File: src/rtl/riscv_lsu_pkg.sv
// rtl/riscv_lsu_pkg.sv - shared types and helpers for the load/store unit
package riscv_lsu_pkg;

  typedef enum logic [1:0] {
    SZ_B = 2'd0,
    SZ_H = 2'd1,
    SZ_W = 2'd2,
    SZ_D = 2'd3
  } lsu_size_e;

  typedef enum logic [1:0] {
    ERR_NONE     = 2'd0,
    ERR_MISALIGN = 2'd1,
    ERR_SIZE     = 2'd2,
    ERR_TIMEOUT  = 2'd3
  } lsu_err_e;

  typedef enum logic [1:0] {
    ST_IDLE = 2'd0,
    ST_REQ  = 2'd1,
    ST_WAIT = 2'd2,
    ST_RESP = 2'd3
  } lsu_state_e;

  // A doubleword access cannot be carried on a 32-bit bus
  function automatic logic size_illegal(input lsu_size_e sz, input int xlen);
    return (sz == SZ_D) && (xlen == 32);
  endfunction

  // Natural alignment: the low log2(bytes) address bits must be zero
  function automatic logic misaligned(input lsu_size_e sz, input logic [2:0] addr_lo);
    logic mis;
    case (sz)
      SZ_H:    mis = addr_lo[0];
      SZ_W:    mis = |addr_lo[1:0];
      SZ_D:    mis = |addr_lo;
      default: mis = 1'b0;
    endcase
    return mis;
  endfunction

endpackage

File: src/rtl/riscv_lsu_if.sv
// rtl/riscv_lsu_if.sv - core request/response and data memory bus bundle
interface riscv_lsu_if #(
  parameter int XLEN = 32
);

  // core request
  logic              req_valid_i;
  logic              req_ready_o;
  logic              req_we_i;
  logic [1:0]        req_size_i;
  logic              req_unsigned_i;
  logic [XLEN-1:0]   req_addr_i;
  logic [XLEN-1:0]   req_wdata_i;
  logic [4:0]        req_rd_i;

  // core response
  logic              resp_valid_o;
  logic [XLEN-1:0]   resp_rdata_o;
  logic [4:0]        resp_rd_o;
  logic [1:0]        resp_err_o;

  // data memory
  logic              mem_req_o;
  logic              mem_we_o;
  logic [XLEN-1:0]   mem_addr_o;
  logic [XLEN/8-1:0] mem_be_o;
  logic [XLEN-1:0]   mem_wdata_o;
  logic              mem_gnt_i;
  logic              mem_rvalid_i;
  logic [XLEN-1:0]   mem_rdata_i;

  logic              busy_o;

  // LSU side
  modport slave (
    input  req_valid_i, req_we_i, req_size_i, req_unsigned_i, req_addr_i, req_wdata_i, req_rd_i,
    output req_ready_o,
    output resp_valid_o, resp_rdata_o, resp_rd_o, resp_err_o,
    output mem_req_o, mem_we_o, mem_addr_o, mem_be_o, mem_wdata_o,
    input  mem_gnt_i, mem_rvalid_i, mem_rdata_i,
    output busy_o
  );

  // core + memory side
  modport master (
    output req_valid_i, req_we_i, req_size_i, req_unsigned_i, req_addr_i, req_wdata_i, req_rd_i,
    input  req_ready_o,
    input  resp_valid_o, resp_rdata_o, resp_rd_o, resp_err_o,
    input  mem_req_o, mem_we_o, mem_addr_o, mem_be_o, mem_wdata_o,
    output mem_gnt_i, mem_rvalid_i, mem_rdata_i,
    input  busy_o
  );

endinterface

File: src/rtl/riscv_lsu_align.sv
// rtl/riscv_lsu_align.sv - byte-lane enables, store shift and load extract/extend
module riscv_lsu_align
  import riscv_lsu_pkg::*;
#(
  parameter int XLEN = 32
) (
  input  lsu_size_e                 size_i,
  input  logic                      unsigned_i,
  input  logic [$clog2(XLEN/8)-1:0] offset_i,
  input  logic [XLEN-1:0]           wdata_i,
  input  logic [XLEN-1:0]           rdata_i,
  output logic [XLEN/8-1:0]         be_o,
  output logic [XLEN-1:0]           wdata_o,
  output logic [XLEN-1:0]           rdata_o
);

  localparam int BE_W = XLEN / 8;

  logic [7:0]      mask8;
  logic [BE_W-1:0] mask;
  logic [XLEN-1:0] rshift;
  logic [XLEN-1:0] keep;
  logic            sign;

  // Size mask moved up to the addressed byte lane; store data follows it
  always_comb begin
    case (size_i)
      SZ_B:    mask8 = 8'h01;
      SZ_H:    mask8 = 8'h03;
      SZ_W:    mask8 = 8'h0F;
      default: mask8 = 8'hFF;
    endcase
    mask    = mask8[BE_W-1:0];
    be_o    = mask << offset_i;
    wdata_o = wdata_i << {offset_i, 3'b000};
  end

  // Bring the addressed lane down to bit 0, keep the access width, fill the rest
  always_comb begin
    rshift = rdata_i >> {offset_i, 3'b000};
    case (size_i)
      SZ_B: begin
        keep = XLEN'(8'hFF);
        sign = rshift[7];
      end
      SZ_H: begin
        keep = XLEN'(16'hFFFF);
        sign = rshift[15];
      end
      SZ_W: begin
        keep = XLEN'(32'hFFFF_FFFF);
        sign = rshift[31];
      end
      default: begin
        keep = '1;
        sign = 1'b0;
      end
    endcase
    rdata_o = (rshift & keep) | (~keep & {XLEN{sign & ~unsigned_i}});
  end

endmodule

File: src/rtl/riscv_lsu.sv
// rtl/riscv_lsu.sv - load/store unit between execute stage and data memory
module riscv_lsu
  import riscv_lsu_pkg::*;
#(
  parameter int XLEN           = 32,
  parameter int TIMEOUT_CYCLES = 255,
  parameter int CNT_W          = $clog2(TIMEOUT_CYCLES + 1)
) (
  input logic        clk_i,
  input logic        rst_i,
  riscv_lsu_if.slave bus
);

  localparam int OFF_W = $clog2(XLEN / 8);
  // keep the counter at least one bit wide when the timeout is disabled
  localparam int CW = (CNT_W < 1) ? 1 : CNT_W;
  localparam logic [CW-1:0] TMO_LAST = CW'(TIMEOUT_CYCLES - 1);
  localparam bit TMO_EN = (TIMEOUT_CYCLES != 0);

  lsu_state_e      state_q, state_d;
  logic            we_q, we_d;
  lsu_size_e       size_q, size_d;
  logic            uns_q, uns_d;
  logic [XLEN-1:0] addr_q, addr_d;
  logic [XLEN-1:0] wdata_q, wdata_d;
  logic [XLEN-1:0] rdata_q, rdata_d;
  logic [4:0]      rd_q, rd_d;
  lsu_err_e        err_q, err_d;
  logic [CW-1:0]   cnt_q, cnt_d;

  lsu_size_e         req_size;
  lsu_err_e          req_err;
  logic              accept;
  logic              done;
  logic              tmo_hit;
  logic [XLEN/8-1:0] lane_be;
  logic [XLEN-1:0]   lane_wdata;
  logic [XLEN-1:0]   load_data;

  riscv_lsu_align #(
    .XLEN (XLEN)
  ) u_align (
    .size_i     (size_q),
    .unsigned_i (uns_q),
    .offset_i   (addr_q[OFF_W-1:0]),
    .wdata_i    (wdata_q),
    .rdata_i    (bus.mem_rdata_i),
    .be_o       (lane_be),
    .wdata_o    (lane_wdata),
    .rdata_o    (load_data)
  );

  // Request decode, completion and timeout conditions
  always_comb begin
    req_size = lsu_size_e'(bus.req_size_i);
    accept   = bus.req_valid_i && (state_q == ST_IDLE);
    if (size_illegal(req_size, XLEN)) begin
      req_err = ERR_SIZE;
    end else if (misaligned(req_size, bus.req_addr_i[2:0])) begin
      req_err = ERR_MISALIGN;
    end else begin
      req_err = ERR_NONE;
    end
    // rvalid together with gnt completes straight out of REQ
    done    = bus.mem_rvalid_i &&
              ((state_q == ST_WAIT) || ((state_q == ST_REQ) && bus.mem_gnt_i));
    // counter reaches TIMEOUT_CYCLES on the edge that leaves REQ/WAIT
    tmo_hit = TMO_EN && (cnt_q == TMO_LAST) &&
              ((state_q == ST_REQ) || (state_q == ST_WAIT));
  end

  // State and datapath registers
  always_ff @(posedge clk_i) begin
    if (rst_i) begin
      state_q <= ST_IDLE;
      we_q    <= 1'b0;
      size_q  <= SZ_B;
      uns_q   <= 1'b0;
      addr_q  <= '0;
      wdata_q <= '0;
      rdata_q <= '0;
      rd_q    <= '0;
      err_q   <= ERR_NONE;
      cnt_q   <= '0;
    end else begin
      state_q <= state_d;
      we_q    <= we_d;
      size_q  <= size_d;
      uns_q   <= uns_d;
      addr_q  <= addr_d;
      wdata_q <= wdata_d;
      rdata_q <= rdata_d;
      rd_q    <= rd_d;
      err_q   <= err_d;
      cnt_q   <= cnt_d;
    end
  end

  // Next state; completion beats timeout, timeout beats a bare grant
  always_comb begin
    state_d = state_q;
    case (state_q)
      ST_IDLE: begin
        if (accept) begin
          state_d = (req_err != ERR_NONE) ? ST_RESP : ST_REQ;
        end
      end
      ST_REQ: begin
        if (done || tmo_hit) begin
          state_d = ST_RESP;
        end else if (bus.mem_gnt_i) begin
          state_d = ST_WAIT;
        end
      end
      ST_WAIT: begin
        if (done || tmo_hit) begin
          state_d = ST_RESP;
        end
      end
      default: state_d = ST_IDLE;
    endcase
  end

  // Latch the request on accept and the response data on completion
  always_comb begin
    we_d    = we_q;
    size_d  = size_q;
    uns_d   = uns_q;
    addr_d  = addr_q;
    wdata_d = wdata_q;
    rdata_d = rdata_q;
    rd_d    = rd_q;
    err_d   = err_q;
    cnt_d   = cnt_q;
    case (state_q)
      ST_IDLE: begin
        if (accept) begin
          we_d    = bus.req_we_i;
          size_d  = req_size;
          uns_d   = bus.req_unsigned_i;
          addr_d  = bus.req_addr_i;
          wdata_d = bus.req_wdata_i;
          rd_d    = bus.req_rd_i;
          err_d   = req_err;
          cnt_d   = '0;
          if (req_err != ERR_NONE) begin
            rdata_d = '0;
          end
        end
      end
      ST_REQ, ST_WAIT: begin
        cnt_d = cnt_q + CW'(1);
        if (done) begin
          rdata_d = we_q ? '0 : load_data;
        end else if (tmo_hit) begin
          err_d   = ERR_TIMEOUT;
          rdata_d = '0;
        end
      end
      default: ;
    endcase
  end

  // Outputs decoded from state; memory fields only driven while requesting
  always_comb begin
    bus.req_ready_o  = (state_q == ST_IDLE);
    bus.busy_o       = (state_q != ST_IDLE);
    bus.resp_valid_o = (state_q == ST_RESP);
    bus.resp_rdata_o = rdata_q;
    bus.resp_rd_o    = rd_q;
    bus.resp_err_o   = err_q;
    bus.mem_req_o    = 1'b0;
    bus.mem_we_o     = 1'b0;
    bus.mem_addr_o   = '0;
    bus.mem_be_o     = '0;
    bus.mem_wdata_o  = '0;
    if (state_q == ST_REQ) begin
      bus.mem_req_o                = 1'b1;
      bus.mem_we_o                 = we_q;
      bus.mem_addr_o               = addr_q;
      bus.mem_addr_o[OFF_W-1:0]    = '0;
      bus.mem_be_o                 = lane_be;
      bus.mem_wdata_o              = we_q ? lane_wdata : '0;
    end
  end

endmodule
File: src/flat_wrapper.sv
// flat-port wrapper written by rule: the top's interface ports become plain ports
module riscv_lsu_flat import riscv_lsu_pkg::*;
#(
  parameter int XLEN           = 32,
  parameter int TIMEOUT_CYCLES = 255,
  parameter int CNT_W          = $clog2(TIMEOUT_CYCLES + 1)
)
  (clk_i, rst_i, bus_req_valid_i, bus_req_we_i, bus_req_size_i, bus_req_unsigned_i, bus_req_addr_i, bus_req_wdata_i, bus_req_rd_i, bus_req_ready_o, bus_resp_valid_o, bus_resp_rdata_o, bus_resp_rd_o, bus_resp_err_o, bus_mem_req_o, bus_mem_we_o, bus_mem_addr_o, bus_mem_be_o, bus_mem_wdata_o, bus_mem_gnt_i, bus_mem_rvalid_i, bus_mem_rdata_i, bus_busy_o);
  riscv_lsu_if #(.XLEN(XLEN)) bus_i ();
  input logic clk_i;
  input logic rst_i;
  input wire logic [$bits(bus_i.req_valid_i)-1:0] bus_req_valid_i;
  input wire logic [$bits(bus_i.req_we_i)-1:0] bus_req_we_i;
  input wire logic [$bits(bus_i.req_size_i)-1:0] bus_req_size_i;
  input wire logic [$bits(bus_i.req_unsigned_i)-1:0] bus_req_unsigned_i;
  input wire logic [$bits(bus_i.req_addr_i)-1:0] bus_req_addr_i;
  input wire logic [$bits(bus_i.req_wdata_i)-1:0] bus_req_wdata_i;
  input wire logic [$bits(bus_i.req_rd_i)-1:0] bus_req_rd_i;
  output wire logic [$bits(bus_i.req_ready_o)-1:0] bus_req_ready_o;
  output wire logic [$bits(bus_i.resp_valid_o)-1:0] bus_resp_valid_o;
  output wire logic [$bits(bus_i.resp_rdata_o)-1:0] bus_resp_rdata_o;
  output wire logic [$bits(bus_i.resp_rd_o)-1:0] bus_resp_rd_o;
  output wire logic [$bits(bus_i.resp_err_o)-1:0] bus_resp_err_o;
  output wire logic [$bits(bus_i.mem_req_o)-1:0] bus_mem_req_o;
  output wire logic [$bits(bus_i.mem_we_o)-1:0] bus_mem_we_o;
  output wire logic [$bits(bus_i.mem_addr_o)-1:0] bus_mem_addr_o;
  output wire logic [$bits(bus_i.mem_be_o)-1:0] bus_mem_be_o;
  output wire logic [$bits(bus_i.mem_wdata_o)-1:0] bus_mem_wdata_o;
  input wire logic [$bits(bus_i.mem_gnt_i)-1:0] bus_mem_gnt_i;
  input wire logic [$bits(bus_i.mem_rvalid_i)-1:0] bus_mem_rvalid_i;
  input wire logic [$bits(bus_i.mem_rdata_i)-1:0] bus_mem_rdata_i;
  output wire logic [$bits(bus_i.busy_o)-1:0] bus_busy_o;
  assign bus_i.req_valid_i = bus_req_valid_i;
  assign bus_i.req_we_i = bus_req_we_i;
  assign bus_i.req_size_i = bus_req_size_i;
  assign bus_i.req_unsigned_i = bus_req_unsigned_i;
  assign bus_i.req_addr_i = bus_req_addr_i;
  assign bus_i.req_wdata_i = bus_req_wdata_i;
  assign bus_i.req_rd_i = bus_req_rd_i;
  assign bus_req_ready_o = bus_i.req_ready_o;
  assign bus_resp_valid_o = bus_i.resp_valid_o;
  assign bus_resp_rdata_o = bus_i.resp_rdata_o;
  assign bus_resp_rd_o = bus_i.resp_rd_o;
  assign bus_resp_err_o = bus_i.resp_err_o;
  assign bus_mem_req_o = bus_i.mem_req_o;
  assign bus_mem_we_o = bus_i.mem_we_o;
  assign bus_mem_addr_o = bus_i.mem_addr_o;
  assign bus_mem_be_o = bus_i.mem_be_o;
  assign bus_mem_wdata_o = bus_i.mem_wdata_o;
  assign bus_i.mem_gnt_i = bus_mem_gnt_i;
  assign bus_i.mem_rvalid_i = bus_mem_rvalid_i;
  assign bus_i.mem_rdata_i = bus_mem_rdata_i;
  assign bus_busy_o = bus_i.busy_o;
  riscv_lsu #(.XLEN(XLEN), .TIMEOUT_CYCLES(TIMEOUT_CYCLES), .CNT_W(CNT_W)) u_core (.clk_i(clk_i), .rst_i(rst_i), .bus(bus_i));
endmodule
File: config.mk
export PLATFORM = sky130hd
export DESIGN_NAME = riscv_lsu_flat
export DESIGN_NICKNAME = d
export VERILOG_FILES = /design/src/rtl/riscv_lsu_pkg.sv /design/src/rtl/riscv_lsu_if.sv /design/src/rtl/riscv_lsu_align.sv /design/src/rtl/riscv_lsu.sv /design/src/flat_wrapper.sv
export SDC_FILE = /design/constraint.sdc
export NUM_CORES = 1
export LEC_CHECK = 0
export CORE_MARGIN = 4
export CORE_UTILIZATION = 49
export DETAILED_ROUTE_END_ITERATION = 7
export PLACE_DENSITY = 0.87
export RECOVER_POWER = 50
export SKIP_CTS_REPAIR_TIMING = 1
export SYNTH_ARGS = -nofsm -noshare
export SYNTH_HDL_FRONTEND = slang
export SYNTH_SLANG_ARGS = --single-unit
export TNS_END_PERCENT = 100
File: constraint.sdc
create_clock -name clk_i -period 6.36 [get_ports clk_i]
set_input_delay 1.272 -clock clk_i [delete_from_list [all_inputs] [get_ports clk_i]]
set_output_delay 1.272 -clock clk_i [all_outputs]
set_load 0.05 [all_outputs]
==> results.md, run 1 <==
* Mapped Avg Cell Area at between 7 and 8 sq um
* Total routing usage reported by global routing at 0.260
* 1st-iter DRT viols at between 500 and 600
* Yosys Warn Count at 0
* Final Hold Viols at 0
* ANT nets after route at 0
* Per-cell routed wire length at roughly 17 microns
* CP cell instances: dlygate4sd3_1, and2_2, clkbuf_1, nand2_1, a21oi_1
* Status: finished with violations
* Failing checks: max-capacitance violations, max-slew violations
* Worst-margin pin slew at between 3 and 4 ns
* Min-Delay Startpoint: u_core.bus.resp_rd_o[0]
* RSZ-0062 raised after global routing: no
* Worst reg2reg startpoint: u_core.state_q[0]
* Worst R2R Setup Slack at 2.51 ns
* Max Cap Viol at 1
* CP peak stage delay at 2.18 ns
* Final WL at roughly 19000 microns
* Count of pins over their slew limit at 74
* HPWL after detailed placement at around 13000 microns
* Final Cycle Share at 0.685
* Combinational share of power at 0.344
* VDD IR max at around 0.27 mV
* Pleak at between 3 and 4 nW
* Reg power frac at 0.306
* Worst min-delay path category: reg -> reg
* Worst Path Arrival at about 4.7 ns
* Worst setup SP type: primary input
* R2R depth at 6
* Gr ovfl total at 0
* Cell Area, Synth at 6030 sq um
* Fin area at 8840 sq um
* Die span in y at 119 microns
* Clock sinks at 117
* Cell Pwr Density at about 340 nW/um^2
* Sequential area share after synthesis at 0.389
* WS Path Type: in -> reg
* CTS tree: done
* Antenna violations before repair at 0
* CP max stage cell: clkbuf_1
* Final GP Congestion at approximately 0.89
* Global-route wire length before repair at around 30000 microns
* FF-to-FF End: u_core.addr_q[23]
* Total CTS buffers at 17
* Yosys reg bits at 117
* Clock Latency Late Sink at approximately 0.42 ns
* Initial core utilization at 0.502
* Critical Path Start: bus_req_valid_i
* Clock Path Buffers at 2
* Inst Count DP at roughly 1.1k
* Fin util at 0.736
* Clk slew on worst S/H paths at approximately 0.050 ns
* Share of cells above drive strength 1 at 0.0532
* Pint at ~1.9 mW
* Switching Power at between 1 and 1.5 mW
* Worst-path maximum fanout at 73
* CP endpoint: u_core.addr_q[23]
* Pre-CTS WS at roughly 2.6 ns
* DRC Markers at 0
* Switching power share of the total at 0.364
* Post-Layout Cell Count at approximately 1.1k
* Slew HR at -1.07
* Largest net degree at the start of global routing at 74
* Worst Skew at approximately 0.0078 ns
* Primary FF master, synth: dfxtp_1
* Die Width at around 120 microns
* Htree depth at 4
* Vias per cell at 5.51
* Diode count at 0
* Vias in the first global route at 6138
* Area Overhead vs Synth at 46.7%
* Endpoint class of the critical path: flop
* CTS root buffer: clkbuf_16
* Library cells used by synthesis at 44
* Core Rows at 40
* Tmin final at around 4.4 ns
* Die area at 14100 sq um
* Core footprint at around 12000 sq um
* # setup viols final at 0
* Final worst slack at between 2 and 2.5 ns
* Fin nets at approximately 1.1k
* Achievable Freq at roughly 230 MHz
* Post-synth EDFFs at 0
* First drt pass iteration count at 8
* DR vias at slightly above 6k
* Placed Area at 8200 sq um
* Fin Setup TNS at 0 ns
* Synth Instances at 780
* Ports at about 220
* Worst EP required at ~6.7 ns
* Clock network power share at 0.350
* Number of port buffers at ~220
* Post-synth ARST share at 0
==> how the worst min path moves through the flow <==
| stage | to | slack (ns) | cells past startpoint |
|---|---|---|---|
| after floorplan | u_core.addr_q[10] | 0.43 | 2 |
| after global placement | u_core.addr_q[13] | 0.44 | 2 |
| after detailed placement | u_core.addr_q[9] | 0.44 | 2 |
| after CTS | u_core.addr_q[9] | 0.45 | 2 |
| after global routing | u_core.addr_q[17] | 0.47 | 2 |
| final | u_core.bus.resp_rd_o[0] | 0.45 | 2 |
==> layer usage <==
layer / track usage / routed length, microns / vias up
li1: - / - / 3015
met1: 0.290 / 7490 / 2835
met2: 0.439 / 9110 / 269
met3: 0.0826 / 1450 / 73
met4: 0.140 / 803 / 0
met5: 0 / 0 / -
==> worst max-delay path: cells and delay by family <==
kind | cells | cell delay, ns
AO/OA/AOI/OAI | 1 | 0.23
AND/OR/NAND/NOR | 2 | 0.39
buffers and inverters | 2 | 2.76
==> cell type report <==
cell class                      count  area, sq um
Multi-Input combinational cell    537         3180
Clock inverter                     14          208
Clock buffer                       18          439
Fill cell                         897         3170
Sequential cell                   117         2340
Inverter                           64          240
Timing Repair Buffer              227         2250
Tap cell                          147          184
==> cell usage in the layout (no fill, tap or decap), types with 3 or more instances in the layout <==
| cell type | n |
|---|---|
| a211oi_1 | 27 |
| a21oi_1 | 87 |
| and2_1 | 38 |
| buf_4 | 8 |
| bufinv_16 | 5 |
| clkbuf_16 | 17 |
| clkdlybuf4s50_1 | 188 |
| clkinv_2 | 4 |
| clkinvlp_4 | 5 |
| dfxtp_1 | 115 |
| dlygate4sd3_1 | 30 |
| ha_1 | 9 |
| inv_1 | 64 |
| mux2i_1 | 47 |
| nand2_1 | 150 |
| nand3_1 | 4 |
| nand4_1 | 18 |
| nor2_1 | 47 |
| nor2b_1 | 13 |
| o21ai_0 | 21 |
| o32ai_1 | 33 |
| or3_1 | 3 |
| xnor2_1 | 5 |
==> metrics by stage <==
| stage | total power [mW] | hold WS (ns) |
|---|---|---|
| 2_1_floorplan | 1.64 | 0.432 |
| 3_3_place_gp | 1.92 | 0.437 |
| 3_5_place_dp | 1.94 | 0.443 |
| 4_1_cts | 2.99 | 0.450 |
| 5_1_grt | 3.12 | 0.467 |
| 6_report | 2.99 | 0.449 |
==> synthesized netlist by cell type (2+ instances only) <==
cell type	number	share of area
or3_1	3	0.0031
a211oi_1	27	0.034
dfxtp_1	117	0.39
nor2_1	47	0.029
nand2b_1	2	0.0021
buf_2	11	0.0091
nand4_1	18	0.019
xnor2_1	5	0.0073
buf_4	6	0.0075
or2_2	3	0.0031
clkbuf_1	42	0.026
o21a_1	2	0.0025
ha_1	9	0.019
nand2_1	151	0.094
nor4_1	2	0.0021
mux2i_1	47	0.078
nor2b_1	13	0.013
inv_1	64	0.040
a21oi_1	87	0.072
nor3_1	2	0.0017
nand3_1	4	0.0033
and2_1	39	0.040
nor3b_1	2	0.0025
o32ai_1	33	0.048
buf_1	4	0.0025
a221oi_1	2	0.0029
o21ai_0	21	0.017
==> power by group through the flow <==
stage                     Sequential [mW]  Combinational, mW  Clock (mW)
after floorplan                     0.954              0.686           0
after global placement              0.923              0.996           0
after detailed placement            0.927               1.01           0
after CTS                           0.912               1.02        1.06
final                               0.914               1.03        1.05
after global routing                0.926               1.11        1.08
==> sequential cells by signal, indices dropped and copies added (netlist names) <==
name	flops
u_core.bus.resp_rd_o	5
u_core.cnt_q	8
u_core.addr_q	32
u_core.state_q	2
u_core.wdata_q	32
u_core.uns_q	1
u_core.size_q	2
u_core.we_q	1
u_core.bus.resp_rdata_o	32
u_core.bus.resp_err_o	2
==> cells by family after synthesis <==
family / share of synthesized area
and+or+nand+nor: 0.220
xor gates and xnor gates: 0.00726
muxes: 0.0836
buffers and inverters: 0.0851
other: 0.000622
AOI/OAI and AO/OA: 0.196
DFF: 0.389
adders and majority gates: 0.0187
(Power assumes the default switching activity.)
==> run 2: changes to the inputs <==
--- a/config.mk
+++ b/config.mk
@@ -6,9 +6,9 @@
 export NUM_CORES = 1
 export LEC_CHECK = 0
 export CORE_MARGIN = 4
-export CORE_UTILIZATION = 49
+export CORE_UTILIZATION = 45
 export DETAILED_ROUTE_END_ITERATION = 7
-export PLACE_DENSITY = 0.87
+export PLACE_DENSITY = 0.81
 export RECOVER_POWER = 50
 export SKIP_CTS_REPAIR_TIMING = 1
 export SYNTH_ARGS = -nofsm -noshare
==> constraint.sdc (replaced) <==
create_clock -name clk_i -period 4.2 [get_ports clk_i]
set_input_delay 0.84 -clock clk_i [delete_from_list [all_inputs] [get_ports clk_i]]
set_output_delay 0.84 -clock clk_i [all_outputs]
set_load 0.05 [all_outputs]
==> results.md, run 2 (synthesis gave the netlist of run 1 again) <==
* Tmin final at around 3.8 ns
* Diode count at 0
* Total routing usage reported by global routing at 0.239
* Endpoint class of the critical path: output port
* Worst Skew at just under 0.008 ns
* Worst-path maximum fanout at 24
* Die span in y at 124 microns
* CTS root buffer: clkbuf_16
* DR vias at 6086
* Htree depth at 4
* Per-cell routed wire length at between 15 and 20 microns
* Final GP Congestion at roughly 0.85
* # setup viols final at 0
* Fin Setup TNS at 0 ns
* HPWL after detailed placement at approximately 13000 microns
* Worst-margin pin slew at roughly 1.9 ns
* Cell Pwr Density at a little under 500 nW/um^2
* Number of port buffers at ~220
* Most common cell after layout, fill and taps aside: clkdlybuf4s50_1
* Worst min-delay path category: reg -> reg
* Vias in the first global route at ~5.7k
* Fillers at 1106
* Antenna violations before repair at 0
* Share of cells above drive strength 1 at 0.0666
* Max Cap Viol at 1
* Die Width at 124 microns
* Worst Path Arrival at roughly 3.0 ns
* Count of pins over their slew limit at 35
* VDD IR max at about 0.34 mV
* Initial core utilization at 0.457
* 1st-iter DRT viols at 500
* Core footprint at 13200 sq um
* Commonest non-fill, non-tap cells in the layout: clkdlybuf4s50_1, nand2_1, dfxtp_1
* Final WL at 18700 microns
* Final Cycle Share at 0.903
* Area Overhead vs Synth at 46.0%
* Clock Latency Late Sink at approximately 0.4 ns
* Status: finished with violations
* ANT nets after route at 0
* Core Rows at 42
* Gr ovfl total at 0
* Largest net degree at the start of global routing at 70
* DRC Markers at 0
* Slew HR at -0.265
* Final worst slack at a little over 0.4 ns
* Global-route wire length before repair at between 20000 and 30000 microns
* WHS at approximately 0.45 ns
* Pre-CTS WS at about 0.84 ns
* Failing checks: max-capacitance violations, max-slew violations
* First drt pass iteration count at 6
* Ports at 222
* Vias per cell at 5.28
* WS Path Type: reg -> out
* FF+latch area at 2340 sq um
* Worst EP required at 3.36 ns
* Die area at 15300 sq um
* Total CTS buffers at 17
* Clock Path Buffers at 2
* Final Hold Viols at 0
* Clk slew on worst S/H paths at roughly 0.05 ns
* RSZ-0062 raised after global routing: no
* Clock sinks at 117
* Fin nets at around 1.1k
* Worst setup SP type: flop
* Pleak at 3.28 nW
* Multi-input logic area at 3180 sq um
* CTS tree: done
* Achievable Freq at approximately 260 MHz
## run 2: cell types whose count changed in the layout (fill, tap and decap cells not counted), sizes merged
cell           before  now
dlygate4sd3        30   37
buf                 8   22
clkinvlp            5    2
bufinv              5    3
clkdlybuf4s50     188  168
clkinv              4    5
clkbuf             19   21
## run 2: metal layers
metal,share of wire,track usage
met1,0.39,0.277
met2,0.49,0.398
met4,0.034,0.111
met3,0.082,0.0799
met5,0,0
## run 2: power breakdown
group / internal (mW) / switching [mW] / leakage, nW
clock: 0.966 / 0.487 / 0.293
combinational: 0.540 / 0.969 / 2.03
sequential: 1.27 / 0.146 / 0.955
## run 2: worst paths after layout
kind                          start             endpoint  slack [ns]  cells past startpoint
setup / recovery   u_core.addr_q[0]  bus_mem_wdata_o[17]        0.41                      5
hold / removal    u_core.addr_q[19]    u_core.addr_q[19]        0.45                      2
setup reg to reg  u_core.state_q[0]    u_core.addr_q[29]        0.65                      6
hold reg to reg   u_core.addr_q[19]    u_core.addr_q[19]        0.45                      2
## run 2: stage by stage
| step | cells | total power, mW | cell area, sq um | utilization |
|---|---|---|---|---|
| floorplan | 781 | 2.48 | 6030 | - |
| global placement | 1122 | 2.93 | 8220 | 0.623 |
| detailed placement | 1122 | 2.95 | 8220 | 0.623 |
| CTS | 1152 | 4.42 | 8820 | 0.669 |
| global route | 1152 | 4.59 | 8800 | 0.667 |
| finish | 1152 | 4.38 | 8800 | 0.667 |
## run 2: layout make-up
type	count	area share
inverter	64	0.0273
multi-input combinational	537	0.361
clock inverter	10	0.0148
clock buffer	20	0.0530
timing repair buffer	228	0.252
sequential	117	0.266
tap	176	0.0250
## run 2: critical path: stages, from the launching register on
cell and delay [ns]:
dfxtp_2 0.68, nor2b_1 0.58, buf_4 0.27, a21oi_1 0.08, nor2_1 0.10, clkdlybuf4s50_1 0.83
